`src/rtl/rom_loader.sv`:
```
// Boot ROM loader: copies ROM bytes into RAM one at a time, then releases the CPU.
// Each byte takes a FETCH cycle (sample ROM) and at least one WRITE cycle (hold the
// RAM request until ram_ready). The load ends in DONE when the byte flagged by
// rom_done has been written, or in ERROR if MAX_BYTES bytes go by without it.
module rom_loader #(
    parameter logic [31:0] RAM_BASE   = 32'd0,
    parameter logic [31:0] MAX_BYTES  = 32'd65536,
    parameter bit          AUTO_START = 1'b1
) (
    input  logic        clock,
    input  logic        reset,
    input  logic        start,
    output logic [31:0] rom_address,
    input  logic [7:0]  rom_byte,
    input  logic        rom_done,
    output logic [31:0] ram_address,
    output logic [7:0]  ram_data,
    output logic        ram_write_enable,
    input  logic        ram_ready,
    output logic        cpu_reset,
    output logic        load_done,
    output logic        load_error,
    output logic [31:0] byte_count,
    output logic [7:0]  checksum
);

    typedef enum logic [2:0] {
        StIdle,
        StFetch,
        StWrite,
        StDone,
        StError
    } state_e;

    state_e      state_q, state_d;
    logic [31:0] count_q, count_d;
    logic [7:0]  sum_q, sum_d;
    logic [7:0]  data_q, data_d;
    logic        last_q, last_d;
    // Set by reset when AUTO_START, so IDLE leaves on the first cycle after reset.
    logic        auto_q, auto_d;

    // Registered status outputs, derived from the next state so they line up with state_q.
    logic        we_q;
    logic        cpu_reset_q;
    logic        done_q;
    logic        error_q;

    logic [31:0] count_inc;

    assign count_inc = count_q + 32'd1;

    // Next-state, counter, checksum and capture-register logic.
    always_comb begin
        state_d = state_q;
        count_d = count_q;
        sum_d   = sum_q;
        data_d  = data_q;
        last_d  = last_q;
        auto_d  = auto_q;

        case (state_q)
            StIdle: begin
                if (start || auto_q) begin
                    state_d = StFetch;
                    count_d = 32'd0;
                    sum_d   = 8'd0;
                    auto_d  = 1'b0;
                end
            end

            StFetch: begin
                // rom_done is only meaningful here; later changes on it are ignored.
                data_d  = rom_byte;
                last_d  = rom_done;
                state_d = StWrite;
            end

            StWrite: begin
                if (ram_ready) begin
                    count_d = count_inc;
                    sum_d   = sum_q + data_q;
                    if (last_q) begin
                        state_d = StDone;
                    end else if (count_inc == MAX_BYTES) begin
                        state_d = StError;
                    end else begin
                        state_d = StFetch;
                    end
                end
            end

            StDone, StError: begin
                if (start) begin
                    state_d = StFetch;
                    count_d = 32'd0;
                    sum_d   = 8'd0;
                end
            end

            default: begin
                state_d = StIdle;
            end
        endcase
    end

    // State and output registers; reset aborts any load and wins over all inputs.
    always_ff @(posedge clock) begin
        if (reset) begin
            state_q     <= StIdle;
            count_q     <= 32'd0;
            sum_q       <= 8'd0;
            data_q      <= 8'd0;
            last_q      <= 1'b0;
            auto_q      <= AUTO_START;
            we_q        <= 1'b0;
            cpu_reset_q <= 1'b1;
            done_q      <= 1'b0;
            error_q     <= 1'b0;
        end else begin
            state_q     <= state_d;
            count_q     <= count_d;
            sum_q       <= sum_d;
            data_q      <= data_d;
            last_q      <= last_d;
            auto_q      <= auto_d;
            we_q        <= (state_d == StWrite);
            cpu_reset_q <= (state_d != StDone);
            done_q      <= (state_d == StDone);
            error_q     <= (state_d == StError);
        end
    end

    assign rom_address      = count_q;
    assign ram_address      = RAM_BASE + count_q;
    assign ram_data         = data_q;
    assign ram_write_enable = we_q;
    assign cpu_reset        = cpu_reset_q;
    assign load_done        = done_q;
    assign load_error       = error_q;
    assign byte_count       = count_q;
    assign checksum         = sum_q;

endmodule

```
`config.mk`:
```
export PLATFORM = sky130hd
export DESIGN_NAME = rom_loader
export DESIGN_NICKNAME = d
export VERILOG_FILES = /design/src/rtl/rom_loader.sv
export SDC_FILE = /design/constraint.sdc
export NUM_CORES = 1
export LEC_CHECK = 0
export CAP_MARGIN = 25
export CORE_ASPECT_RATIO = 1.1
export CORE_MARGIN = 2
export CORE_UTILIZATION = 36
export CTS_CLUSTER_DIAMETER = 200
export DETAILED_ROUTE_END_ITERATION = 8
export GPL_ROUTABILITY_DRIVEN = 0
export GPL_TIMING_DRIVEN = 0
export SKIP_LAST_GASP = 1
export SLEW_MARGIN = 20
export SYNTH_ARGS = -nofsm -noshare
export SYNTH_HDL_FRONTEND = slang
export SYNTH_SLANG_ARGS = --single-unit
```
`constraint.sdc`:
```
create_clock -name clock -period 3.5 [get_ports clock]
set_input_delay 0.525 -clock clock [delete_from_list [all_inputs] [get_ports clock]]
set_output_delay 0.525 -clock clock [all_outputs]
set_load 0.01 [all_outputs]
```
=== Yosys cells after proc, flatten, opt, wreduce, memory -nomap -nowiden ===
Index checks and enable logic that the tools add are counted.

* $add $sub $neg: 2
* Equality and inequality tests: 12
* Mux-type cells: 14
* Reductions and logical operators: 6

{| class="wikitable"
|+ Operator list
! cell !! count
|-
| $mux 32 || 3
|-
| $pmux 32 s3 || 1
|-
| $add 32x1->32 const B || 1
|-
| $eq 32x17->1 const B || 1
|-
| $mux 8 || 3
|-
| $pmux 8 s3 || 1
|-
| $mux 3 || 5
|-
| $eq 3x2->1 const B || 4
|-
| $pmux 3 s4 || 1
|-
| $add 8x8->8 || 1
|-
| $eq 3x3->1 const B || 2
|-
| $ne 2x2->1 const B || 3
|-
| $reduce_and 4->1 || 1
|-
| $eq 3x1->1 const B || 1
|-
| $logic_not 3->1 || 1
|-
| $ne 3x2->1 const B || 1
|-
| $reduce_bool 3->1 || 1
|-
| $reduce_and 2->1 || 1
|-
| $reduce_or 2->1 || 1
|-
| $logic_or 1x1->1 || 1
|}

* Flip-flop bits (word level): 57
* Input port bits: 13
* Output and inout port bits: 116
* Logic and storage cells: 44

=== Logic depth before layout (Yosys ltp) ===
Gate-level depths: netlist (run 1).

* Word-level depth: 7
* Gate-level depth with buffers: 9
* Depth with buffers taken out: 9

=== Worst setup path after synthesis (run 1) ===
Ideal clock, no wire load.

* Path kind: register -> register
* Start point: reg count_q[0] (netlist: byte_count[0])
* End point: reg error_q (netlist: load_error)
* Library setup time: 86 ps
* Arrival: 2272 ps
* Setup slack: 1142 ps
* Stages on the path, launching flop included: 9
* Period minus slack after synthesis: 2358 ps
* Cells stage by stage: dfxtp_1 ha_1 nand3_2 o21ai_0 a22oi_1 a2111o_1 nor4_4 nand4_1 a211oi_1

* Cells in the longest elaborated chain, start to end: 7

{| class="wikitable"
|+ Ends and longest elaborated chain
! element !! RTL line !! text
|-
| start, declared || 36 || <nowiki>logic [31:0] count_q, count_d;</nowiki>
|-
| start signal, assigned || 122 || <nowiki>count_q <= count_d;</nowiki>
|-
| $add 32x1->32 || 51 || <nowiki>assign count_inc = count_q + 32'd1;</nowiki>
|-
| $eq 32x17->1 || 85 || <nowiki>end else if (count_inc == MAX_BYTES) begin</nowiki>
|-
| $mux 3 || 85 ||
|-
| $mux 3 || 83 || <nowiki>if (last_q) begin</nowiki>
|-
| $mux 3 || 80 || <nowiki>if (ram_ready) begin</nowiki>
|-
| $pmux 3 s4 || 62 || <nowiki>case (state_q)</nowiki>
|-
| $eq 3x3->1 || 130 || <nowiki>error_q <= (state_d == StError);</nowiki>
|-
| end signal, assigned || 130 ||
|-
| end, declared || 47 || <nowiki>logic error_q;</nowiki>
|}

No other way between the ends.
A chain may end at the register's enable or synchronous reset.

=== Worst setup path after layout (run 1) ===
* Start point: reg state_q[1]
* End point: reg count_q[22] (netlist: byte_count[22])

* Cells in the longest elaborated chain, start to end: 4
* Elaborated cells on any way between the ends: 11
* Classes of those cells: eq/ne (6); mux (1); reduce/logical (4)

{| class="wikitable"
|+ Ends and longest elaborated chain
! element !! RTL line !! text
|-
| start, declared || 35 || <nowiki>state_e state_q, state_d;</nowiki>
|-
| start signal, assigned || 110 || <nowiki>state_q <= StIdle;</nowiki>
|-
| start signal, assigned || 121 || <nowiki>state_q <= state_d;</nowiki>
|-
| $eq 3x2->1 / $eq 3x3->1 (equally long branches) || 62 ||
|-
| $reduce_or 2->1 || 62 ||
|-
| $ne 2x2->1 (no source line) / $reduce_bool 3->1 (equally long branches) || - ||
|-
| $reduce_and 4->1 (no source line) || - ||
|}

Several ways; a longest one is shown, not always the timed one.

==> run summary, run 1 <==
Outcome - finished clean
Seq/Total Area, Yosys - 27.98%
CTS Hold Buffers Added - 0
CP cell instances - clkbuf_1 > nor3b_1 > and2_1 > clkbuf_1 > clkbuf_1 > a31oi_1 > a211oi_1
Worst slack, placed - 0.5437 ns
Share of layout cells above drive strength 1 - 17.86%
Crit share post-route - 84.45%
Most used cell, CP - clkbuf_1
Top Ports - 129
H-tree levels - 3
Die Y - 115.6 um
Hold Startpoint - auto_q
Starting Density - 37.21%
Final ANT Viol Nets - 0
# clock sinks - 57
Critical path class - flop to flop
Count leader, synth - buf_4
Die Wd - 105.5 um
DR top layer - met4
Bufs on Longest Clock Path - 2
Initial antenna violation count - 0
Die area - 12200 um2
Port-buffer cells - 128
Worst Path Arrival - 3.20 ns
DR WL/cell - 15.45 um
Avg Cell Area, Syn - 7.982 um2
Clk_lat worst skew - 0.33 ns
Final setup viols - 0
Flops & latches, synth - 57
Via count - 4242
Top cell type by total area after synthesis - dfxtp_1
CTS tree - built
Initial DRC count - 157
DP HPWL - 9093 um
Overall Global Routing Usage - 20.40%
Setup TNS - 0 ns
Ys async rst share - 0%
Clk slew on worst S/H paths - 0.06 ns
First-pass GRT wire length - 19840 um
Internal - 1.402 mW
Min-delay worst type - flop to flop
Largest net degree at the start of global routing - 13
Vias per cell - 5.289
Max-slew violations - 0
Maximum capacitance violations - 0
Post_cts resized - 0
Commonest cells post-synth - buf_4 (64), dfxtp_1 (57), nor2_1 (57), a21oi_1 (44)
CP Buf/Inv Count - 3
Met2 WL post-DR - 6078 um
Worst setup path startpoint - state_q[1]
Area delta synth->final - 43.77%
Max incr delay on CP - 0.74 ns
Fin. Hold Viols - 0
Total wire length - 12390 um
P_sw - 0.5085 mW
CP Data Required Time - 3.74 ns
Remaining Overflow, GRT - 0
Wire length on met3 - 683 um
Core area - 10960 um2
Synth Cell Area - 4079 um2
Critical Path Source Type - flop
Post-Synthesis Cells - 511
Max stage delay cell, worst path - nor3b_1
TritonCTS Buffers - 9
Reg-to-Reg Start - state_q[1]
Setup Skew - 0.004741 ns
Synth area leaders - dfxtp_1 (28%), buf_4 (12%), a21oi_1 (5.4%)
Delay-heaviest family, CP - buffers and inverters
Main flop type after synthesis - dfxtp_1
Worst Slack Setup Final - 0.5441 ns
Worst-Margin Slew - 0.8490 ns
Clock power share - 49.8%
Drc violations - 0
Root Buffer - clkbuf_16
# Post-CTS Setup Buffers - 0
Post-route minimum period - 2.956 ns
F_max - 338.3 MHz
Pleak - 2.337 nW
ANT cells - 0
Post-synth top area share - 27.98%
Flop pwr share - 35.8%
Metal-1 WL - 5369 um
Syn nets - 533
Sw Share - 26.62%
Crit. End Element - flop
Slew headroom - 43.28%
NumNets Final - 672
Power Density - 325.7 nW/um2
Vias in the first global route - 3953
Post-synth cell types - 63
RSZ-0062 raised after global routing - false
Worst-path maximum fanout - 10
Synth warnings - 0
Comb pwr share - 14.4%
DR pass1 iterations - 7
Row count - 40
Max VDD drop - 0.2298 mV
Number of synthesized flops with an enable pin - 0
per-stage QoR:
step	power [mW]	hold slack (ns)	util, %	std cells	area (um2)
final	1.910	0.4876	53.50	802	5864
after floorplan	0.8643	0.4576	-	511	4079
after global placement	0.9674	0.4671	50.58	786	5544
after detailed placement	0.9719	0.4819	50.58	786	5544
after global routing	1.975	0.5522	53.50	802	5864
after CTS	1.920	0.4894	53.50	802	5864
layout make-up:
cell class                 count  area (um2)
buffer                       102       638.1
clock buffer                   9       225.2
tap                          147       183.9
clock inverter                 7       95.09
fill                        1034        5096
multi-input combinational    345        2273
inverter                       7       26.28
sequential                    57        1141
timing repair buffer         128        1281
registers in the layout, indices dropped and copies added, names as in the netlist:
name,flops
auto_q,1
state_q,3
load_error,1
last_q,1
checksum,8
ram_data,8
load_done,1
ram_write_enable,1
byte_count,32
cpu_reset,1
cell usage in the layout, fill, tap and decap left out, types with 10 or more instances in the layout:
master | synthesis | final
nor2_1 | 57 | 57
a31oi_1 | 12 | 12
buf_2 | 10 | 10
nand3_1 | 19 | 19
nand4_1 | 13 | 13
buf_4 | 64 | 64
clkdlybuf4s50_1 | 0 | 128
clkbuf_1 | 26 | 26
nor3_1 | 19 | 19
nand2_1 | 14 | 14
a21oi_1 | 44 | 44
mux2i_1 | 11 | 11
xnor2_1 | 12 | 12
dfxtp_1 | 57 | 57
o21ai_0 | 26 | 26
power by group through the flow:
stage | Sequential (mW) | Combinational, mW | Clock (mW)
floorplan | 0.702 | 0.162 | 0
global placement | 0.698 | 0.270 | 0
detailed placement | 0.698 | 0.274 | 0
CTS | 0.684 | 0.276 | 0.961
global route | 0.687 | 0.303 | 0.984
finish | 0.684 | 0.275 | 0.951
worst paths after layout:
check | to | slack, ns | cells past startpoint
min | auto_q | 0.49 | 2
max reg2reg | byte_count[22] | 0.54 | 7
min reg2reg | auto_q | 0.49 | 2
max | byte_count[22] | 0.54 | 7
kinds of logic after synthesis:
family,after synthesis,share of synthesized area [%]
adder cells (fa/ha/maj),9,2.945
multiplexers,12,2.976
AND/OR/NAND/NOR,183,27.30
flip-flops,57,27.98
AO/OA/AOI/OAI,127,19.51
XOR/XNOR,14,3.006
buffers and inverters,109,16.29
worst register-to-register path: stages, from the launching register on:
cell	delay, ns
dfxtp_1	0.33
clkbuf_1	0.27
nor3b_1	0.74
and2_1	0.22
clkbuf_1	0.37
clkbuf_1	0.55
a31oi_1	0.16
a211oi_1	0.23
per-layer routing:
layer  GRT usage (%)  vias up
met5               0        -
met4           9.211        0
met3           3.375       20
met2           35.53      151
met1           24.87     2004
li1                -     2067
Power figures use the tool's default switching activity.
==> run 2: changes to the inputs <==
==> constraint.sdc (replaced) <==
create_clock -name clock -period 2.8 [get_ports clock]
set_input_delay 0.42 -clock clock [delete_from_list [all_inputs] [get_ports clock]]
set_output_delay 0.42 -clock clock [all_outputs]
set_load 0.01 [all_outputs]
==> run 2 against run 1 <==
Net effect: wire length up 0.55%; non-clock buffer count up 5; sequential share of layout area down 0.23 points; final cell count up 0.62%; critical endpoint is now load_error.
==> run summary, run 2 (synthesis results as in run 1) <==
Vias in the first global route - 3973 (was 3953)
Row count - 40 (unchanged)
ANT cells - 0 (unchanged)
Vias per cell - 5.254 (was 5.289)
Die area - 12200 um2 (unchanged)
Worst slack, placed - -0.1563 ns (was 0.5437 ns)
Root Buffer - clkbuf_16 (unchanged)
Slew headroom - 53.56% (was 43.28%)
Max reg flops - 32 (unchanged)
CTS tree - built (unchanged)
Worst R2R End - load_error (was byte_count[22])
DP HPWL - 9093 um (unchanged)
Worst Slack Setup Final - 0.1090 ns (was 0.5441 ns)
Clk_lat worst skew - 0.33 ns (about the same)
Commonest non-fill, non-tap cells in the layout - clkdlybuf4s50_1 (128), buf_4 (69), nor2_1 (55), dfxtp_1 (55), a21oi_1 (44) (was clkdlybuf4s50_1 (128), buf_4 (64), nor2_1 (57), dfxtp_1 (57), a21oi_1 (44))
Bufs on Longest Clock Path - 2 (unchanged)
Maximum capacitance violations - 0 (unchanged)
CP Data Required Time - 3.03 ns (was 3.74 ns)
Die Wd - 105.5 um (unchanged)
Initial DRC count - 234 (was 157)
First-pass GRT wire length - 19910 um (was 19840 um)
# clock sinks - 57 (unchanged)
Final core utilization - 54.27% (was 53.50%)
Worst Setup EP - load_error (was byte_count[22])
Pleak - 2.424 nW (was 2.337 nW)
Starting Density - 37.21% (unchanged)
Reg-to-Reg Start - byte_count[17] (was state_q[1])
Power Density - 402.1 nW/um2 (was 325.7 nW/um2)
Min-delay worst type - flop to flop (unchanged)
Worst-path maximum fanout - 7 (was 10)
Max VDD drop - 0.2864 mV (was 0.2298 mV)
Worst Path Arrival - 2.92 ns (was 3.20 ns)
Commonest non-fill, non-tap cell in the layout - clkdlybuf4s50_1 (unchanged)
R2R cell count - 9 (was 7)
Remaining Overflow, GRT - 0 (unchanged)
Max-slew violations - 0 (unchanged)
Worst-Margin Slew - 0.6966 ns (was 0.8490 ns)
CTS Hold Buffers Added - 0 (unchanged)
Port-buffer cells - 128 (unchanged)
Core area - 10960 um2 (unchanged)
RSZ-0062 raised after global routing - true (was false)
Critical path class - flop to flop (unchanged)
F_max - 371.6 MHz (was 338.3 MHz)
Crit share post-route - 96.11% (was 84.45%)
H-tree levels - 3 (unchanged)
Area delta synth->final - 45.83% (was 43.77%)
Via count - 4240 (was 4242)
Share of layout cells above drive strength 1 - 20.00% (was 17.86%)
TritonCTS Buffers - 9 (unchanged)
Crit. End Element - flop (unchanged)
Final ANT Viol Nets - 0 (unchanged)
Internal reg-to-reg setup slack - 0.11 ns (was 0.54 ns)
Clk slew on worst S/H paths - 0.05 ns (was 0.06 ns)
Worst setup path startpoint - byte_count[17] (was state_q[1])
NumNets Final - 677 (was 672)
Hold Startpoint - auto_q (unchanged)
Drc violations - 0 (unchanged)
Top Ports - 129 (unchanged)
Critical Path Source Type - flop (unchanged)
Die Y - 115.6 um (unchanged)
Post-route minimum period - 2.691 ns (was 2.956 ns)
DR pass1 iterations - 4 (was 7)
Final setup viols - 0 (unchanged)
Outcome - finished clean (unchanged)
Largest net degree at the start of global routing - 13 (unchanged)
Overall Global Routing Usage - 20.46% (was 20.40%)
Total wire length - 12460 um (was 12390 um)
Initial antenna violation count - 0 (unchanged)
Fin. Hold Viols - 0 (unchanged)
WHS - 0.4876 ns (about the same)
Setup Skew - 0.004561 ns (was 0.004741 ns)
DR WL/cell - 15.44 um (was 15.45 um)
run 2: changes by cell type in the layout (fill, tap and decap cells not counted), sizes merged:
cell  delta
buf      +5
run 2: through the flow:
step                      setup TNS [ns]  instance area [um2]  power [mW]  instances
after floorplan                        0                 4079       1.080        511
after global placement           -0.6350                 5544       1.209        786
after detailed placement          -1.791                 5544       1.215        786
after CTS                              0                 5889       2.402        803
after global routing            -0.07562                 5948       2.472        807
final                                  0                 5948       2.392        807
run 2: how the worst min path moves through the flow:
stage,to,cells past startpoint,slack (ns)
global placement,auto_q,2,0.47
detailed placement,auto_q,2,0.48
CTS,auto_q,2,0.49
floorplan,auto_q,2,0.46
finish,auto_q,2,0.49
global route,auto_q,2,0.55
run 2: power by group:
group	internal, mW	leakage, nW	switching [mW]	total (mW)
Clock	0.778	0.155	0.413	1.19
Combinational	0.139	1.81	0.206	0.346
Sequential	0.837	0.462	0.0184	0.855
Total	1.75	2.42	0.638	2.39
run 2: routing by layer:
layer,up-vias,wire length (um),GRT usage (%)
met4,0,273,9.474
met1,1988,5345,24.84
met5,-,0,0
met3,21,734,3.712
met2,151,6104,35.40
li1,2080,-,-
run 2: what timing repair did:
item / CTS / global route
gates resized for setup: 5 / 11
gates cloned: 0 / 0
endpoints found under the setup margin: 21 / 23
setup buffers: 1 / 4
pin swaps: 1 / 1
hold endpoints to repair: 0 / 0
run 2: critical path, stage by stage (launching register included):
cell	delay, ns
dfxtp_1	0.38
clkbuf_2	0.21
and3_1	0.17
clkbuf_1	0.27
nand4_1	0.20
a2111oi_0	0.44
o22ai_1	0.20
nor4_4	0.25
nand4_1	0.17
a211oi_1	0.30
run 2: cell type report:
cell class | instances | area [um2]
sequential | 57 | 1144
timing repair buffer | 133 | 1319
inverter | 7 | 26.28
fill | 1022 | 5012
buffer | 102 | 641.9
multi-input combinational | 345 | 2313
tap | 147 | 183.9
clock inverter | 7 | 95.09
clock buffer | 9 | 225.2
==> run 3: changes to the inputs <==
--- a/config.mk
+++ b/config.mk
@@ -8,11 +8,12 @@
 export CAP_MARGIN = 25
 export CORE_ASPECT_RATIO = 1.1
 export CORE_MARGIN = 2
-export CORE_UTILIZATION = 36
+export CORE_UTILIZATION = 47
 export CTS_CLUSTER_DIAMETER = 200
 export DETAILED_ROUTE_END_ITERATION = 8
 export GPL_ROUTABILITY_DRIVEN = 0
 export GPL_TIMING_DRIVEN = 0
+export PLACE_DENSITY = 0.81
 export SKIP_LAST_GASP = 1
 export SLEW_MARGIN = 20
 export SYNTH_ARGS = -nofsm -noshare
==> run 3 against run 2 <==
Net effect: wire length fell by 2.6%; sequential cell count did not move; clock-buffer cell count rose by 4; clock power fell by 29%; maximum frequency rose by 0.46%; global-route usage rose by 4.8 points; hold slack improved by 0.0041 ns; sequential power barely moved; sequential share of layout area rose by 0.56 points; non-clock buffer count fell by 4; die area fell by 23%; largest power group is now sequential cells; highest routed layer unchanged.
==> run summary, run 3 (synthesis results as in run 1) <==
Outcome - finished clean (unchanged)
Crit. End Element - flop (unchanged)
Root Buffer - clkbuf_8 (was clkbuf_16)
Critical Path Source Type - flop (unchanged)
Port-buffer cells - 128 (unchanged)
Slew headroom - 56.82% (was 53.56%)
Drc violations - 0 (unchanged)
Internal - 1.477 mW (was 1.754 mW)
Bufs on Longest Clock Path - 2 (unchanged)
Max-slew violations - 0 (unchanged)
Share of layout cells above drive strength 1 - 19.54% (was 20.00%)
Commonest non-fill, non-tap cell in the layout - clkdlybuf4s50_1 (unchanged)
RSZ-0062 raised after global routing - true (unchanged)
Largest net degree at the start of global routing - 13 (unchanged)
# clock sinks - 57 (unchanged)
Clk slew on worst S/H paths - 0.07 ns (was 0.05 ns)
Top Ports - 129 (unchanged)
Die Wd - 92.83 um (was 105.5 um)
Power Density - 354.7 nW/um2 (was 402.1 nW/um2)
CTS tree - built (unchanged)
Initial antenna violation count - 0 (unchanged)
Initial DRC count - 352 (was 234)
DR pass1 iterations - 5 (was 4)
Starting Density - 48.51% (was 37.21%)
Final instance area - 5781 um2 (was 5948 um2)
Setup TNS - 0 ns (unchanged)
Max VDD drop - 0.2923 mV (was 0.2864 mV)
Flop pwr share - 41.7% (was 35.8%)
Die Y - 101.7 um (was 115.6 um)
Pleak - 2.361 nW (was 2.424 nW)
Maximum capacitance violations - 0 (unchanged)
Core area - 8408 um2 (was 10960 um2)
Via count - 4356 (was 4240)
Vias per cell - 5.687 (was 5.254)
Die area - 9441 um2 (was 12200 um2)
Comb pwr share - 17.0% (was 14.4%)
Final setup viols - 0 (unchanged)
Post-route minimum period - 2.679 ns (was 2.691 ns)
Sw Share - 27.98% (was 26.67%)
Final core utilization - 68.75% (was 54.27%)
Crit share post-route - 95.67% (was 96.11%)
Total wire length - 12130 um (was 12460 um)
Fillers - 687 (was 1022)
Vias in the first global route - 3968 (was 3973)
ANT cells - 0 (unchanged)
Max reg flops - 32 (unchanged)
CTS Hold Buffers Added - 0 (unchanged)
Worst Path Arrival - 2.94 ns (was 2.92 ns)
NumNets Final - 673 (was 677)
WHS - 0.4917 ns (was 0.4876 ns)
Worst-path maximum fanout - 10 (was 7)
Worst-Margin Slew - 0.6476 ns (was 0.6966 ns)
Remaining Overflow, GRT - 0 (unchanged)
Worst Slack Setup Final - 0.1213 ns (was 0.1090 ns)
DP HPWL - 8656 um (was 9093 um)
Area after DPL - 5499 um2 (was 5544 um2)
CP Data Required Time - 3.06 ns (was 3.03 ns)
Worst slack, placed - -0.1483 ns (was -0.1563 ns)
Critical path class - flop to flop (unchanged)
First-pass GRT wire length - 19250 um (was 19910 um)
H-tree levels - 3 (unchanged)
Area delta synth->final - 41.72% (was 45.83%)
Setup Skew - 0.01098 ns (was 0.004561 ns)
Min-delay worst type - flop to flop (unchanged)
Row count - 35 (was 40)
TritonCTS Buffers - 9 (unchanged)
Commonest non-fill, non-tap cells in the layout - clkdlybuf4s50_1 (128), buf_4 (66), nor2_1 (55), dfxtp_1 (55), a21oi_1 (44) (was clkdlybuf4s50_1 (128), buf_4 (69), nor2_1 (55), dfxtp_1 (55), a21oi_1 (44))
DR WL/cell - 15.84 um (was 15.44 um)
Clk_lat worst skew - 0.34 ns (was 0.33 ns)
Final ANT Viol Nets - 0 (unchanged)
P_sw - 0.5738 mW (was 0.6378 mW)
F_max - 373.3 MHz (was 371.6 MHz)
Fin. Hold Viols - 0 (unchanged)
Clock power share - 41.3% (was 49.8%)
Overall Global Routing Usage - 25.28% (was 20.46%)
[run 3: changes by cell type in the layout (fill, tap and decap cells not counted), sizes merged]
| cell | delta |
|---|---|
| clkinvlp | -1 |
| clkbuf | +3 |
| clkinv | -3 |
| bufinv | -1 |
| buf | -3 |
[run 3: layout make-up]
| class | instances | area (um2) | area share [%] |
|---|---|---|---|
| multi-input combinational | 345 | 2325 | 40.22 |
| timing repair buffer | 130 | 1296 | 22.42 |
| sequential | 57 | 1144 | 19.78 |
| buffer | 101 | 636.9 | 11.02 |
| clock buffer | 13 | 178.9 | 3.095 |
| tap | 111 | 138.9 | 2.403 |
| clock inverter | 2 | 35.03 | 0.6061 |
| inverter | 7 | 26.28 | 0.4545 |
[run 3: what timing repair did]
item                                    4_1_cts  5_1_grt
resized for setup                             2       15
pin swaps                                     0        2
setup buffers                                 0        2
endpoints found under the setup margin       13       14
[run 3: worst paths after layout]
| check | startpoint | endpoint | slack (ns) | cells past startpoint |
|---|---|---|---|---|
| hold / removal | auto_q | auto_q | 0.49 | 2 |
| hold reg to reg | auto_q | auto_q | 0.49 | 2 |
| setup / recovery | byte_count[7] | load_error | 0.12 | 7 |
| setup reg to reg | byte_count[7] | load_error | 0.12 | 7 |
[run 3: per-stage QoR]
step           cells  total power, mW
2_1_floorplan    511            1.080
3_3_place_gp     750            1.198
3_5_place_dp     750            1.212
4_1_cts          765            2.043
5_1_grt          766            2.106
6_report         766            2.051
[run 3: per-layer routing]
| metal | up-vias | wire [um] | part of all wire (%) | GRT usage [%] |
|---|---|---|---|---|
| met2 | 263 | 5921 | 49 | 43.70 |
| met4 | 0 | 174 | 1.4 | 8.258 |
| li1 | 2062 | - | - | - |
| met3 | 24 | 1179 | 9.7 | 6.027 |
| met1 | 2007 | 4859 | 40 | 31.11 |
| met5 | - | 0 | 0 | 0 |
[run 3: worst max-delay path, cell delays in order (launching register included)]
cell	delay, ns
dfxtp_1	0.55
nand4_4	0.35
nor4_4	0.57
a31o_2	0.21
nand3_1	0.12
nor4_4	0.36
nand4_1	0.17
a211oi_1	0.26
[run 3: power by group through the flow]
| stage | combinational (mW) | sequential, mW | clock (mW) |
|---|---|---|---|
| after detailed placement | 0.340 | 0.872 | 0 |
| after CTS | 0.342 | 0.855 | 0.846 |
| final | 0.348 | 0.855 | 0.848 |
| after global routing | 0.372 | 0.858 | 0.876 |
| after floorplan | 0.203 | 0.878 | 0 |
| after global placement | 0.326 | 0.872 | 0 |
